**src/rtl/song_reader.sv**
```systemverilog
// song_reader: fetches (note, duration) entries of the selected song from a
// synchronous song ROM and hands them one at a time to the note player.
// Each entry produces one load_new_note strobe. The next entry is fetched only
// after the player reports done_with_note. A zero-duration entry, or the last
// slot of the song, ends the song with a one-cycle song_done pulse.
module song_reader #(
    parameter int SONG_BITS     = 2,
    parameter int NOTE_IDX_BITS = 5
) (
    input  logic                               clk,
    input  logic                               reset,
    input  logic                               play_enable,
    input  logic [SONG_BITS-1:0]               song,
    input  logic                               note_done,
    output logic [SONG_BITS+NOTE_IDX_BITS-1:0] rom_addr,
    input  logic [11:0]                        rom_data,
    output logic [5:0]                         note_to_load,
    output logic [5:0]                         duration_to_load,
    output logic                               load_new_note,
    output logic                               song_done
);

    typedef enum logic [2:0] {
        IDLE,
        FETCH,
        LOAD,
        WAIT_DONE,
        ADVANCE,
        DONE
    } state_t;

    // Highest entry index of a song. Reaching it always ends the song, so the
    // index can never wrap back to entry 0 on its own.
    localparam logic [NOTE_IDX_BITS-1:0] LAST_IDX = '1;

    state_t                     state;
    logic [SONG_BITS-1:0]       song_reg;
    logic [NOTE_IDX_BITS-1:0]   note_idx;

    // ROM entry fields: note in the upper six bits, duration in beats below.
    logic [5:0] rom_note;
    logic [5:0] rom_duration;

    assign rom_note     = rom_data[11:6];
    assign rom_duration = rom_data[5:0];

    // The ROM address is driven straight from registers. It is therefore
    // stable for the whole FETCH cycle, and the ROM returns the entry in LOAD.
    assign rom_addr = {song_reg, note_idx};

    // Sequencer FSM with registered strobes and note/duration holding registers.
    always_ff @(posedge clk) begin
        // NOTE: every register in this block uses <=, so all next-state terms
        // read the values from before this edge, whatever the statement order.
        if (reset) begin
            // NOTE: reset is sampled on the clock edge, so it is written as a
            // branch inside the clocked block rather than in the sensitivity list.
            state            <= IDLE;
            song_reg         <= '0;
            note_idx         <= '0;
            note_to_load     <= '0;
            duration_to_load <= '0;
            load_new_note    <= 1'b0;
            song_done        <= 1'b0;
        end else begin
            // Both strobes default low, so each stays high for a single cycle.
            load_new_note <= 1'b0;
            song_done     <= 1'b0;

            case (state)
                IDLE: begin
                    // The song select is captured only here. Changes made
                    // mid-song take effect on the next pass through IDLE.
                    if (play_enable) begin
                        song_reg <= song;
                        note_idx <= '0;
                        state    <= FETCH;
                    end
                end

                FETCH: begin
                    // The address is on the ROM during this cycle. The read
                    // always completes, even if play_enable drops.
                    state <= LOAD;
                end

                LOAD: begin
                    if (rom_duration == 6'd0) begin
                        // Terminator entry: end the song without loading it.
                        song_done <= 1'b1;
                        state     <= DONE;
                    end else begin
                        note_to_load     <= rom_note;
                        duration_to_load <= rom_duration;
                        load_new_note    <= 1'b1;
                        state            <= WAIT_DONE;
                    end
                end

                WAIT_DONE: begin
                    // Completion is accepted even while paused, so a note
                    // that finishes during a pause is not lost.
                    if (note_done) begin
                        state <= ADVANCE;
                    end
                end

                ADVANCE: begin
                    if (note_idx == LAST_IDX) begin
                        song_done <= 1'b1;
                        state     <= DONE;
                    end else if (play_enable) begin
                        note_idx <= note_idx + 1'b1;
                        state    <= FETCH;
                    end
                end

                DONE: begin
                    // song_done was raised on entry to this state. The
                    // note/duration registers keep their last values.
                    note_idx <= '0;
                    state    <= IDLE;
                end

                default: begin
                    state <= IDLE;
                end
            endcase
        end
    end

endmodule

```
**config.mk**
```make
export PLATFORM = sky130hd
export DESIGN_NAME = song_reader
export DESIGN_NICKNAME = d
export VERILOG_FILES = /design/src/rtl/song_reader.sv
export SDC_FILE = /design/constraint.sdc
export NUM_CORES = 1
export LEC_CHECK = 0
export ABC_AREA = 0
export CAP_MARGIN = 30
export CORE_MARGIN = 3
export CORE_UTILIZATION = 43
export CTS_BUF_LIST = sky130_fd_sc_hd__clkbuf_16
export DETAILED_ROUTE_END_ITERATION = 10
export GPL_TIMING_DRIVEN = 1
export PLACE_DENSITY = 0.75
export SYNTH_ARGS = -nofsm -noshare
export SYNTH_HDL_FRONTEND = slang
export SYNTH_SLANG_ARGS = --single-unit
```
**constraint.sdc**
```tcl
create_clock -name clk -period 2.8 [get_ports clk]
set_clock_uncertainty 0.2 [all_clocks]
set_input_delay 0.28 -clock clk [delete_from_list [all_inputs] [get_ports clk]]
set_output_delay 0.28 -clock clk [all_outputs]
set_load 0.01 [all_outputs]
```
==> key figures <==
Flow run
  – Max Cap Viol: 0

Worst setup path
  – WP data required: 2.79 ns
  – Crit Path Class: reg -> reg
  – Setup crit end kind: register
  – Critical Path Source Type: register
  – Crit Path Max Fanout: 10
  – Crit path DAT: 2.27 ns

Route
  – TritonRoute pass-1 iters: 4
  – Routed WL per cell: 13.2 um
  – Post-route DRC violation count: 0
  – Vias post-DR: 942
  – Vias per inst: 5.29
  – Detailed Route Iter0 Violations: 19
  – ANT nets after route: 0
  – Routed Wire Length: 2.36 mm

STA
  – Rel. slew slack: 0.619
  – Final hold violation count: 0
  – RSZ-0062 raised after global routing: no
  – Worst Tran Pin Value: 0.571 ns
  – Max Slew Vio Count: 0
  – Final Cycle Share: 0.816
  – Setup tns final: 0 ns
  – Final Setup Violations: 0
  – Worst hold slack: 0.254 ns
  – Final Critical Period: 2.28 ns
  – Fmax: 438 MHz

Clock network
  – CTS tree: built
  – Inserted Clock Buffers: 3
  – CTS Hold Bufs: 0
  – # clock sinks: 24
  – Deepest clock path buffer count: 2
  – Clk_lat worst skew: 0.25 ns
  – Total setup buffers inserted after CTS: 0
  – Worst-path clk slew: 0.06 ns
  – H-Tree Depth: 1
  – CTS Root Cell: clkbuf_16
  – CTS resizes: 0

Placed design
  – Hpwl dp: 1.72 mm
  – GPL Wtd Cong: 0.800
  – PortBufs: 38

Floorplanning
  – I/O pin count: 39
  – Row cnt: 17
  – Die footprint: 3140 um2
  – Core region area: 2300 um2
  – Die W: 56.0 um
  – Starting Density: 0.468
  – Chip height: 56.0 um

Power
  – Leakage: 0.000549 uW
  – Cell area power density: 517 nW/um2
  – Pwr Total: 791 uW
  – Maximum VDD drop: 487 uV

Layout
  – # diodes: 0
  – Regs by FF count: duration_to_load: 6 flops, note_to_load: 6 flops, note_idx: 5 flops
  – Fin nets: 171
  – Commonest non-fill, non-tap cell in the layout: clkdlybuf4s50_1
  – P&R area growth vs syn: 42.3%
  – Share of cells above drive strength 1: 0.0733
  – Most frequent cells in the layout: clkdlybuf4s50_1, dfxtp_1, nor2_1

Synthesis
  – Post-synth cell types: 32
  – Adder-Cell Fraction of Synth Area: 0.0233
  – Simple-gate share of the synthesized area: 0.235
  – Synth Area in XOR/XNOR: 0
  – Synthesized flop and latch total: 24
  – Syn Nets: 133
  – Post-Syn Area per Cell: 9.52 um2
  – Cells after synthesis: 113
  – Synth Area in Compound Gates: 0.171
  – Synthesized cell area: 1080 um2
  – Post-synthesis mux area share: 0.0744
  – Synth warnings: 0
  – Sequential fraction of the synthesis area: 0.447
  – Main combinational cell family by area after synthesis: simple AND/OR/NAND/NOR gates

GRT
  – First-pass GRT wire length: 4.00 mm
  – Gr usage total: 0.158
  – Global route overflow: 0
  – Initial antenna violation count: 0
  – Vias in the first global route: 888
  – Maximum number of pins on one net before global-route repair: 24

Min path
  – Hold WC Path Type: reg -> reg

Status
  – Status: finished clean
## metal layers
layer  global-route usage  vias to the layer above  part of all wire
met1                0.181                      434              0.41
met5                    0                        -                 0
met4               0.0610                        0             0.011
li1                     -                      475                 -
met2                0.269                       31              0.51
met3               0.0510                        2             0.069
## cell type report
class                      count  area [um2]
clock inverter                 1        3.75
clock buffer                   3        75.1
sequential                    24         480
multi-input combinational     81         542
tap                           28        35.0
fill                         191         766
inverter                       2        7.51
timing repair buffer          39         388
## worst paths after layout
check / start / endpoint / slack (ns) / cells past startpoint
setup reg to reg: note_idx[0]$_SDFFE_PP0P_ / note_idx[4]$_SDFFE_PP0P_ / 0.52 / 7
hold reg to reg: duration_to_load[4]$_SDFFE_PP0P_ / duration_to_load[4]$_SDFFE_PP0P_ / 0.25 / 2
setup / recovery: note_idx[0]$_SDFFE_PP0P_ / note_idx[4]$_SDFFE_PP0P_ / 0.52 / 7
hold / removal: duration_to_load[4]$_SDFFE_PP0P_ / duration_to_load[4]$_SDFFE_PP0P_ / 0.25 / 2
## synthesized netlist by cell type
master	count	area, um2
a22oi_1	3	22.5
inv_1	2	7.51
nand2_1	14	52.6
mux2i_1	8	80.1
dfxtp_1	24	480
nand3_1	1	5.00
nor3b_4	1	18.8
buf_6	2	22.5
buf_2	1	5.00
ha_1	2	25.0
nor4_4	1	21.3
buf_4	2	15.0
a21boi_4	1	18.8
nor2b_1	1	6.26
o31ai_1	1	7.51
or3_1	2	12.5
a31oi_1	1	6.26
nand2b_4	1	13.8
o311a_1	1	10.0
a21bo_2	1	10.0
a21oi_1	11	55.1
or4b_1	2	20.0
and3_1	2	12.5
o21a_4	1	15.0
clkbuf_1	1	3.75
nor3_1	2	10.0
and2_4	1	8.76
nor2_1	15	56.3
a311oi_1	1	8.76
or4_1	2	15.0
o32a_1	1	10.0
o21ai_0	4	20.0
## power by group
group | total, uW | internal, uW | switching, uW | leakage (uW)
Clock | 300 | 190 | 110 | 0.0000385
Combinational | 119 | 68.8 | 49.9 | 0.000315
Sequential | 372 | 356 | 15.9 | 0.000195
Total | 791 | 616 | 176 | 0.000549
## worst max-delay path, stage by stage (launching register included)
cell and delay, ns:
dfxtp_1 0.34, ha_1 0.22, and3_1 0.18, ha_1 0.22, and2_4 0.17, o21a_4 0.24
or4b_1 0.51, a21oi_1 0.15
## logic make-up (layout without fill, tap and decap cells)
family / count (synthesis) / after routing
mux: 8 / 8
fa+ha+maj: 2 / 2
simple gates: 45 / 45
flops: 24 / 24
compound gates: 26 / 26
buf+inv: 8 / 45
## through the flow
step / setup slack [ns] / util / cell area (um2) / instances
after CTS: 0.502 / 0.667 / 1530 / 178
after global routing: 0.426 / 0.667 / 1530 / 178
final: 0.516 / 0.667 / 1530 / 178
after global placement: 0.594 / 0.632 / 1450 / 174
after detailed placement: 0.522 / 0.632 / 1450 / 174
after floorplan: 0.606 / - / 1080 / 113
Note: power is estimated with default switching activity, not from simulation.
